===== config.mk =====
export PLATFORM = sky130hd
export DESIGN_NAME = vga_frame_reader
export DESIGN_NICKNAME = d
export VERILOG_FILES = /design/src/rtl/vga_frame_reader.sv
export SDC_FILE = /design/constraint.sdc
export NUM_CORES = 1
export LEC_CHECK = 0
export CORE_ASPECT_RATIO = 1.5
export CORE_MARGIN = 3
export CORE_UTILIZATION = 54
export DETAILED_ROUTE_END_ITERATION = 10
export GPL_TIMING_DRIVEN = 0
export MAX_ROUTING_LAYER = met4
export PLACE_DENSITY_LB_ADDON = 0.15
export SETUP_SLACK_MARGIN = 0.2
export SLEW_MARGIN = 20
export SYNTH_ARGS = -nofsm -noshare
export SYNTH_HDL_FRONTEND = slang
export SYNTH_SLANG_ARGS = --single-unit

===== constraint.sdc =====
create_clock -name clk -period 3.4 [get_ports clk]
set_input_delay 0.51 -clock clk [delete_from_list [all_inputs] [get_ports clk]]
set_output_delay 0.51 -clock clk [all_outputs]
set_load 0.02 [all_outputs]

===== src/rtl/vga_frame_reader.sv =====
// ----------------------------------------------------------------------------
// vga_frame_reader
//   Read side of the camera frame buffer. Generates VGA timing (640x480@60 by
//   default) on the pixel clock, issues one sequential BRAM read per active
//   pixel, and delays hsync/vsync/blank so they line up with the returned
//   pixel data. The output stays black until the camera writer has reported a
//   complete frame; the switch to live data happens only at a frame boundary.
//
// Ports
//   clk          in   pixel clock, all logic on posedge
//   reset        in   synchronous, active-high
//   frame_done   in   camera writer has stored a full frame (level or pulse)
//   rd_data      in   BRAM read data, valid RD_LATENCY cycles after request
//   rd_addr      out  BRAM read address (registered, holds during blanking)
//   rd_en        out  BRAM read enable (registered, high only for active px)
//   hsync        out  horizontal sync, active-low (pipeline aligned)
//   vsync        out  vertical sync, active-low (pipeline aligned)
//   blank        out  1 = outside active video (pipeline aligned)
//   pixel_out    out  grey pixel, 0 when blanked or no frame stored yet
//   frame_start  out  1-cycle pulse at hc==0 && vc==0 (not delayed)
// ----------------------------------------------------------------------------
module vga_frame_reader #(
  parameter int H_ACTIVE   = 640,
  parameter int H_FP       = 16,
  parameter int H_SYNC     = 96,
  parameter int H_BP       = 48,
  parameter int V_ACTIVE   = 480,
  parameter int V_FP       = 10,
  parameter int V_SYNC     = 2,
  parameter int V_BP       = 33,
  parameter int RD_LATENCY = 2,
  parameter int ADDR_W     = 19,
  parameter int WIDTH      = 8
) (
  input  logic              clk,
  input  logic              reset,
  input  logic              frame_done,
  input  logic [WIDTH-1:0]  rd_data,
  output logic [ADDR_W-1:0] rd_addr,
  output logic              rd_en,
  output logic              hsync,
  output logic              vsync,
  output logic              blank,
  output logic [WIDTH-1:0]  pixel_out,
  output logic              frame_start
);

  localparam int H_TOTAL = H_ACTIVE + H_FP + H_SYNC + H_BP;
  localparam int V_TOTAL = V_ACTIVE + V_FP + V_SYNC + V_BP;
  localparam int HC_W    = $clog2(H_TOTAL);
  localparam int VC_W    = $clog2(V_TOTAL);

  localparam logic [HC_W-1:0]   H_LAST    = HC_W'(H_TOTAL - 1);
  localparam logic [HC_W-1:0]   H_ACT_END = HC_W'(H_ACTIVE);
  localparam logic [HC_W-1:0]   HS_START  = HC_W'(H_ACTIVE + H_FP);
  localparam logic [HC_W-1:0]   HS_END    = HC_W'(H_ACTIVE + H_FP + H_SYNC);
  localparam logic [HC_W-1:0]   HC_ONE    = HC_W'(1);
  localparam logic [VC_W-1:0]   V_LAST    = VC_W'(V_TOTAL - 1);
  localparam logic [VC_W-1:0]   V_ACT_END = VC_W'(V_ACTIVE);
  localparam logic [VC_W-1:0]   VS_START  = VC_W'(V_ACTIVE + V_FP);
  localparam logic [VC_W-1:0]   VS_END    = VC_W'(V_ACTIVE + V_FP + V_SYNC);
  localparam logic [VC_W-1:0]   VC_ONE    = VC_W'(1);
  localparam logic [ADDR_W-1:0] ADDR_LAST = ADDR_W'(H_ACTIVE * V_ACTIVE - 1);
  localparam logic [ADDR_W-1:0] ADDR_ONE  = ADDR_W'(1);

  logic [HC_W-1:0]     hc_r;
  logic [VC_W-1:0]     vc_r;
  logic [ADDR_W-1:0]   addr_cnt_r;
  logic [ADDR_W-1:0]   addr_sel_s;
  logic [ADDR_W-1:0]   addr_next_s;
  logic                active_s;
  logic                at_origin_s;
  logic                hs_n_s;
  logic                vs_n_s;
  logic                frame_valid_r;
  logic                show_r;

  // Timing bits travel through RD_LATENCY+1 stages; the output register is
  // the final stage, giving RD_LATENCY+2 cycles total to match pixel_out.
  logic [RD_LATENCY:0] hs_pipe_r;
  logic [RD_LATENCY:0] vs_pipe_r;
  logic [RD_LATENCY:0] act_pipe_r;

  // Decode the raw counters into active/sync flags and the next read address.
  always_comb begin
    active_s    = (hc_r < H_ACT_END) && (vc_r < V_ACT_END);
    at_origin_s = (hc_r == {HC_W{1'b0}}) && (vc_r == {VC_W{1'b0}});
    hs_n_s      = !((hc_r >= HS_START) && (hc_r < HS_END));
    vs_n_s      = !((vc_r >= VS_START) && (vc_r < VS_END));
    // Forcing the address at the frame origin re-synchronises the running
    // counter to the timing even if it was ever disturbed.
    if (at_origin_s) begin
      addr_sel_s = {ADDR_W{1'b0}};
    end else begin
      addr_sel_s = addr_cnt_r;
    end
    if (addr_sel_s == ADDR_LAST) begin
      addr_next_s = {ADDR_W{1'b0}};
    end else begin
      addr_next_s = addr_sel_s + ADDR_ONE;
    end
  end

  // Horizontal/vertical position counters.
  always_ff @(posedge clk) begin
    if (reset) begin
      hc_r <= {HC_W{1'b0}};
      vc_r <= {VC_W{1'b0}};
    end else if (hc_r == H_LAST) begin
      hc_r <= {HC_W{1'b0}};
      if (vc_r == V_LAST) begin
        vc_r <= {VC_W{1'b0}};
      end else begin
        vc_r <= vc_r + VC_ONE;
      end
    end else begin
      hc_r <= hc_r + HC_ONE;
    end
  end

  // Request stage: one read per active pixel, address held through blanking.
  always_ff @(posedge clk) begin
    if (reset) begin
      rd_en      <= 1'b0;
      rd_addr    <= {ADDR_W{1'b0}};
      addr_cnt_r <= {ADDR_W{1'b0}};
    end else begin
      rd_en <= active_s;
      if (active_s) begin
        rd_addr    <= addr_sel_s;
        addr_cnt_r <= addr_next_s;
      end else begin
        addr_cnt_r <= addr_sel_s;
      end
    end
  end

  // Frame-available tracking; show only changes at the frame origin so a
  // frame is never torn between black and live data.
  always_ff @(posedge clk) begin
    if (reset) begin
      frame_valid_r <= 1'b0;
      show_r        <= 1'b0;
    end else begin
      if (frame_done) begin
        frame_valid_r <= 1'b1;
      end
      if (at_origin_s) begin
        show_r <= frame_valid_r;
      end
    end
  end

  // Alignment pipeline and registered VGA outputs.
  always_ff @(posedge clk) begin
    if (reset) begin
      hs_pipe_r  <= {(RD_LATENCY+1){1'b1}};
      vs_pipe_r  <= {(RD_LATENCY+1){1'b1}};
      act_pipe_r <= {(RD_LATENCY+1){1'b0}};
      hsync      <= 1'b1;
      vsync      <= 1'b1;
      blank      <= 1'b1;
      pixel_out  <= {WIDTH{1'b0}};
    end else begin
      hs_pipe_r  <= {hs_pipe_r[RD_LATENCY-1:0], hs_n_s};
      vs_pipe_r  <= {vs_pipe_r[RD_LATENCY-1:0], vs_n_s};
      act_pipe_r <= {act_pipe_r[RD_LATENCY-1:0], active_s};
      hsync      <= hs_pipe_r[RD_LATENCY];
      vsync      <= vs_pipe_r[RD_LATENCY];
      blank      <= !act_pipe_r[RD_LATENCY];
      // act_pipe_r[RD_LATENCY] is the active flag of the request whose data
      // is on rd_data right now.
      if (act_pipe_r[RD_LATENCY] && show_r) begin
        pixel_out <= rd_data;
      end else begin
        pixel_out <= {WIDTH{1'b0}};
      end
    end
  end

  // frame_start marks the origin cycle itself, including the first cycle
  // after reset release; it is held low while reset is asserted.
  assign frame_start = at_origin_s & ~reset;

endmodule


==> summary.md, run 1 <==
| Metric | Value |
|---|---|
| Outcome | `finished, final reports clean` |
| TritonRoute pass-1 iters | `6` |
| Mapped Nets | `386` |
| Post-Syn Instances | `370` |
| Fmax | `329 MHz` |
| Post-CTS Hold Buffers | `0` |
| Hold slack | `0.389 ns` |
| Max IR drop VDD | `0.330 mV` |
| Clock skew | `0.0121 ns` |
| Sequential fraction of the synthesis area | `49.0%` |
| Clk_lat worst skew | `0.36 ns` |
| Final-report hold violation count | `0` |
| Worst slack, placed | `-0.0678 ns` |
| CP top delay family | `simple AND/OR/NAND/NOR gates` |
| Area Overhead vs Synth | `24.0%` |
| Layout cells sized above 1 | `between 10% and 20%` |
| # port buffers | `41` |
| Total power per unit cell area | `approximately 450 nW/µm²` |
| Max Slew Vio Count | `0` |
| Fillers | `483` |
| FP Rows | `34` |
| CP Data Required Time | `3.69 ns` |
| Sw Pwr | `0.445 mW` |
| Final ANT Viol Nets | `0` |
| Maximum root-to-sink buffer count | `2` |
| Fin crit period | `3.04 ns` |
| Logic pwr share | `approximately 6.6%` |
| Sequential power share | `52.8%` |
| Drt total wl | `approximately 7400 µm` |
| Largest stage delay, worst path | `0.38 ns` |
| Avg Cell Area, Syn | `8.83 µm²` |
| Starting density of the core | `~56%` |
| Final Power | `1.81 mW` |
| Tcrit/Tclk final | `roughly nine tenths` |
| Placed cell area | `3770 µm²` |
| N_diodes | `0` |
| Clock Tree Root | `clkbuf_8` |
| CTS tree | `built` |
| Primary FF master, synth | `dfxtp_1` |
| Critical Path Start | `hc_r[0]` |
| Cells along the critical path | `inv_1 > ha_1 > nor4b_4 > nand2_1 > or3_1 > buf_2 > clkbuf_4 > and2_1 > ha_2 > inv_2 > nor2_4 > and3_1 > a211o_1 > buf_4 > a21oi_1` |
| I/O pins | `between 40 and 50` |
| Post-synth top cells | `80 x dfxtp_1, 40 x nand2_1, 36 x a21oi_1, 34 x nand3_1, 32 x nor2_1` |
| Share of the synthesized area in the top cell type | `49.0%` |
| Mapped Area | `3270 µm²` |
| Synth Register Bits | `80` |
| Worst-Margin Slew | `roughly 0.5 ns` |
| Crit. End Element | `flip-flop` |
| Worst Path Max Fanout | `10` |
| Worst Setup Start Kind | `flip-flop` |
| Crit Reg-Reg Startpoint | `hc_r[0]` |
| Slowest CP cell | `or3_1` |
| Top post-synthesis cells by area | `dfxtp_1 49%, a21oi_1 5.5%, nand3_1 5.2%` |
| HPWL Detailed | `5360 µm` |
| Routed wl met2 | `roughly 4000 µm` |
| Placer Congestion | `around 0.9` |
| Initial antenna violation count | `0` |
| Worst path arrival time | `about 3.3 ns` |
| CP Buf/Inv Count | `5` |
| Switching share of power | `24.5%` |
| Die Wd | `slightly below 70 µm` |
| Wire length per cell | `14.7 µm` |
| Lkg Pwr | `between 1 and 1.5 nW` |
| WL met3 | `205 µm` |
| Sink Count | `80` |
| RSZ-0062 raised after global routing | `false` |
| DRT iter0 DRCs | `175` |
| Relative slew slack | `between 60 and 70%` |
| Die span in y | `101 µm` |
| Drt via density | `5.61` |
| DRC errors left | `0` |
| Clock network power share | `40.6%` |
| CP Class | `flip-flop to flip-flop` |
| Cts bufs inserted | `9` |
| Internal | `1.37 mW` |
| Cell with the most instances after synthesis | `dfxtp_1` |
| H-tree depth | `3` |
| First-pass GRT wire length | `12200 µm` |
| Final instance area | `4050 µm²` |
| Largest net degree at the start of global routing | `16` |
| Hold Startpoint | `act_pipe_r[2]` |
| DR vias | `approximately 2800` |
| Netlist cell types | `41` |
| Number of max-cap violations | `0` |
| Synth async-reset ratio | `0%` |
| Min-delay worst type | `flip-flop to flip-flop` |
| Synth area leader | `dfxtp_1` |
| GR Overflow Total | `0` |
| Die area | `7040 µm²` |
| Clock slew at reported path FFs | `0.09 ns` |
| Final Setup Violations | `0` |
| GRT Total Usage | `22.6%` |
| Vias in the first global route | `2652` |
| Number of synthesized flops with an enable pin | `0` |
| Synth warn | `0` |
| Max layer used | `met4` |
| Worst setup margin | `0.359 ns` |
| Core Area | `5830 µm²` |
| Final net count | `441` |
| M1 wire length | `3010 µm` |
==> flip-flops by register name (all words and copies together) (netlist names) <==
register and cells:
addr_cnt_r 19, rd_addr 19, hc_r 10, vc_r 10, pixel_out 8, act_pipe_r 3
hs_pipe_r 3, vs_pipe_r 3, blank 1, frame_valid_r 1, hsync 1, show_r 1
vsync 1
==> placed cells by master (no fill, tap or decap), types with 10 or more instances in the layout <==
cell | netlist | final
dfxtp_1 | 80 | 79
clkbuf_1 | 10 | 10
xor2_1 | 16 | 16
a21oi_1 | 36 | 36
nand4_1 | 17 | 17
nor2_1 | 32 | 31
nand2_1 | 40 | 39
or3_1 | 12 | 12
and2_1 | 10 | 10
nand3_1 | 34 | 34
clkbuf_8 | 0 | 10
clkdlybuf4s50_1 | 0 | 41
==> power by group through the flow <==
| stage | logic [mW] | clock network (mW) | registers (mW) |
|---|---|---|---|
| after global placement | 0.106 | 0 | 0.978 |
| final | 0.119 | 0.737 | 0.957 |
| after detailed placement | 0.108 | 0 | 0.979 |
| after floorplan | 0.0643 | 0 | 0.980 |
| after global routing | 0.130 | 0.788 | 0.959 |
| after CTS | 0.114 | 0.747 | 0.957 |
==> path summary, 6_finish.rpt <==
check | end | slack [ns] | cells past startpoint
worst max register to register | addr_cnt_r[12] | 0.36 | 15
worst min-delay path | blank | 0.39 | 1
worst max-delay path | addr_cnt_r[12] | 0.36 | 15
worst min register to register | blank | 0.39 | 1
==> layout make-up <==
type                    instances  area (µm²)  share of cell area [%]
multi-input cells             266        1610                    39.7
flip-flops and latches         80        1600                    39.6
repair buffers                 44         433                    10.7
clock buffers                  10         138                    3.40
well taps                      72        90.1                    2.22
plain buffers                  17        77.6                    1.91
clock inverters                 6        75.1                    1.85
inverters                       7        26.3                   0.649
==> routing by layer <==
metal | vias to the layer above | track usage, %
met1 | 1345 | 23.6
met5 | - | -
met4 | 0 | 9.62
met2 | 52 | 41.9
li1 | 1409 | -
met3 | 12 | 3.67
==> metrics by stage <==
| stage | std cells | TNS, ns | utilization, % |
|---|---|---|---|
| 3_3_place_gp | 483 | -0.875 | 64.6 |
| 4_1_cts | 500 | 0 | 68.8 |
| 6_report | 502 | 0 | 69.5 |
| 3_5_place_dp | 483 | -0.483 | 64.6 |
| 5_1_grt | 502 | 0 | 69.5 |
| 2_1_floorplan | 370 | 0 | - |
==> what timing repair did <==
action / CTS / global route
setup buffers: 1 / 2
pin swaps: 1 / 1
setup endpoints to repair: 16 / 17
gates resized for setup: 4 / 8
==> cell families after synthesis <==
logic type      after synthesis  synth area share, %
compound gates               57                 10.1
xor+xnor                     20                 5.36
fa+ha+maj                     5                 1.91
buf+inv                      24                 3.03
flops                        80                 49.0
mux                           1                0.306
simple gates                183                 30.2
Power figures use the tool's default switching activity.
==> inputs of run 2 (changes only) <==
--- a/config.mk
+++ b/config.mk
@@ -5,14 +5,13 @@
 export SDC_FILE = /design/constraint.sdc
 export NUM_CORES = 1
 export LEC_CHECK = 0
-export CORE_ASPECT_RATIO = 1.5
 export CORE_MARGIN = 3
 export CORE_UTILIZATION = 54
 export DETAILED_ROUTE_END_ITERATION = 10
 export GPL_TIMING_DRIVEN = 0
 export MAX_ROUTING_LAYER = met4
 export PLACE_DENSITY_LB_ADDON = 0.15
-export SETUP_SLACK_MARGIN = 0.2
+export SETUP_SLACK_MARGIN = 0.5
 export SLEW_MARGIN = 20
 export SYNTH_ARGS = -nofsm -noshare
 export SYNTH_HDL_FRONTEND = slang
==> run 2 against run 1 <==
Net effect: cell count grew 0.40%; largest cell class unchanged; clock skew decreased by 0.0026 ns; worst setup slack better by 0.22 ns; register-to-register slack improved by 0.22 ns; sequential power hardly changed; flip-flop and latch count stayed put; critical endpoint is now addr_cnt_r[5]; utilization rose by 4.2 points; largest power group unchanged; critical path type unchanged; cell area is 3.2% higher; via count increased by 4.2%.
==> summary.md, run 2 (synthesis gave the netlist of run 1 again) <==
| Metric | Value |
|---|---|
| Outcome | `finished, final reports clean` |
| Vias in the first global route | `roughly 2800` |
| Max Slew Vio Count | `0` |
| DR vias | `2935` |
| Tcrit/Tclk final | `83.1%` |
| Wire length per cell | `15.7 µm` |
| Hold Startpoint | `act_pipe_r[2]` |
| Max IR drop VDD | `between 0.2 and 0.3 mV` |
| Final setup TNS | `0 ns` |
| Crit. End Element | `flip-flop` |
| CP Data Required Time | `3.67 ns` |
| Clock Tree Root | `clkbuf_8` |
| HPWL Detailed | `5340 µm` |
| Die Wd | `83.8 µm` |
| R2r worst-path depth | `13` |
| Clock skew | `between 0.009 and 0.01 ns` |
| Top Registers | `addr_cnt_r: 19 flops, rd_addr: 19 flops` |
| CTS tree | `built` |
| TritonRoute pass-1 iters | `5` |
| GR Overflow Total | `0` |
| Hold-critical path endpoint | `blank` |
| Maximum root-to-sink buffer count | `2` |
| Lkg Pwr | `between 1 and 1.5 nW` |
| Placer Congestion | `0.909` |
| Most frequent cells in the layout | `78 x dfxtp_1, 40 x clkdlybuf4s50_1, 39 x nand2_1` |
| N_diodes | `0` |
| Layout cells sized above 1 | `14.8%` |
| Number of max-cap violations | `0` |
| Drt via density | `5.82` |
| Drt total wl | `7930 µm` |
| Final ANT Viol Nets | `0` |
| Area of the multi-input gates | `1690 µm²` |
| Fmax | `around 350 MHz` |
| Largest net degree at the start of global routing | `14` |
| Core Area | `5680 µm²` |
| R2R Setup Slk | `about 0.58 ns` |
| Hold Path Depth | `1` |
| GRT Total Usage | `22.9%` |
| Die area | `approximately 7000 µm²` |
| Initial antenna violation count | `0` |
| Most common cell after layout, fill and taps aside | `dfxtp_1` |
| Worst-Margin Slew | `~0.58 ns` |
| FP Rows | `27` |
| H-tree depth | `3` |
| Final Setup Violations | `0` |
| Starting density of the core | `57.6%` |
| # port buffers | `41` |
| Final Power | `1.84 mW` |
| Post-Layout Cell Count | `504` |
| Final net count | `444` |
| Register area | `around 1600 µm²` |
| RSZ-0062 raised after global routing | `false` |
| Area Overhead vs Synth | `28.0%` |
| Fillers | `~420` |
| DRC errors left | `0` |
| Cts bufs inserted | `9` |
| I/O pins | `43` |
| Crit Reg-Reg Startpoint | `hc_r[5]` |
| Worst Setup Start Kind | `flip-flop` |
| Post-placement cell count | `483` |
| First-pass GRT wire length | `12700 µm` |
| Relative slew slack | `61.6%` |
| Total power per unit cell area | `441 nW/µm²` |
| Worst path arrival time | `3.10 ns` |
| DRT iter0 DRCs | `177` |
| Sink Count | `80` |
| Die span in y | `83.8 µm` |
| Min-delay worst type | `flip-flop to flip-flop` |
| CP Class | `flip-flop to flip-flop` |
| Worst Path Max Fanout | `10` |
| Clk_lat worst skew | `0.35 ns` |
| Placed cell area | `3770 µm²` |
| Final-report hold violation count | `0` |
| Final instance area | `4180 µm²` |
| Worst R2R End | `addr_cnt_r[5]` |
| Hold slack | `0.405 ns` |
| Fin crit period | `2.82 ns` |
| Clock slew at reported path FFs | `0.08 ns` |
==> run 2: cell count changes in the layout (fill, tap and decap cells not counted), moves of 2 or more <==
cell	change
clkinv_2	+2
ha_4	+2
buf_6	+4
a21oi_1	-3
a21oi_2	+2
inv_6	-2
and2_1	-2
and2_4	+2
==> run 2: worst max path at each step <==
stage	slack [ns]	to	from	depth (start not counted)
2_1_floorplan	0.53	addr_cnt_r[16]	hc_r[0]	15
5_1_grt	0.45	addr_cnt_r[17]	hc_r[5]	13
3_5_place_dp	0.02	addr_cnt_r[15]	hc_r[0]	15
6_report	0.58	addr_cnt_r[5]	hc_r[5]	13
3_3_place_gp	0.09	addr_cnt_r[15]	hc_r[0]	15
4_1_cts	0.51	addr_cnt_r[18]	vc_r[1]	14
==> run 2: stage by stage <==
step | setup slack, ns | utilization (%)
finish | 0.576 | 73.7
global route | 0.450 | 73.7
CTS | 0.507 | 71.6
detailed placement | 0.0216 | 66.4
global placement | 0.0867 | 66.4
floorplan | 0.531 | -
==> run 2: power breakdown <==
part | switching, mW | total, mW | internal [mW] | leakage, nW
logic | 0.0796 | 0.145 | 0.0657 | 0.728
clock network | 0.335 | 0.742 | 0.406 | 0.101
registers | 0.0102 | 0.958 | 0.947 | 0.648
total | 0.425 | 1.84 | 1.42 | 1.48
==> run 2: final cells by class <==
| type | instances | share of cell area (%) |
|---|---|---|
| clock inverter | 6 | 2.03 |
| multi-input combinational | 266 | 40.4 |
| sequential | 80 | 38.4 |
| timing repair buffer | 47 | 11.1 |
| clock buffer | 9 | 2.96 |
| tap | 72 | 2.15 |
| buffer | 17 | 2.27 |
| inverter | 7 | 0.688 |
==> run 2: critical path: stages, from the launching register on <==
cell and delay [ns]:
dfxtp_1 0.39, nor4_4 0.34, nand2_1 0.12, or3_1 0.40
buf_6 0.14, buf_8 0.13, and2_4 0.17, ha_4 0.17
inv_4 0.05, nor2_4 0.05, and3_4 0.16, a211o_4 0.36
buf_6 0.13, a21oi_1 0.13
==> run 2: per-layer routing <==
layer | global-route usage (%) | wire length (µm) | vias to the layer above
met5 | - | 0 | -
met4 | 10.5 | 143 | 0
met3 | 4.24 | 558 | 14
met2 | 35.2 | 3800 | 116
met1 | 29.3 | 3420 | 1392
li1 | - | - | 1413
==> run 2: repair_timing <==
action | CTS | global route
gates cloned | 0 | 1
pin swaps | 2 | 5
setup buffers | 2 | 3
hold endpoints to repair | 0 | 0
gates resized for setup | 18 | 23
hold buffers | 0 | 0
endpoints found under the setup margin | 20 | 19
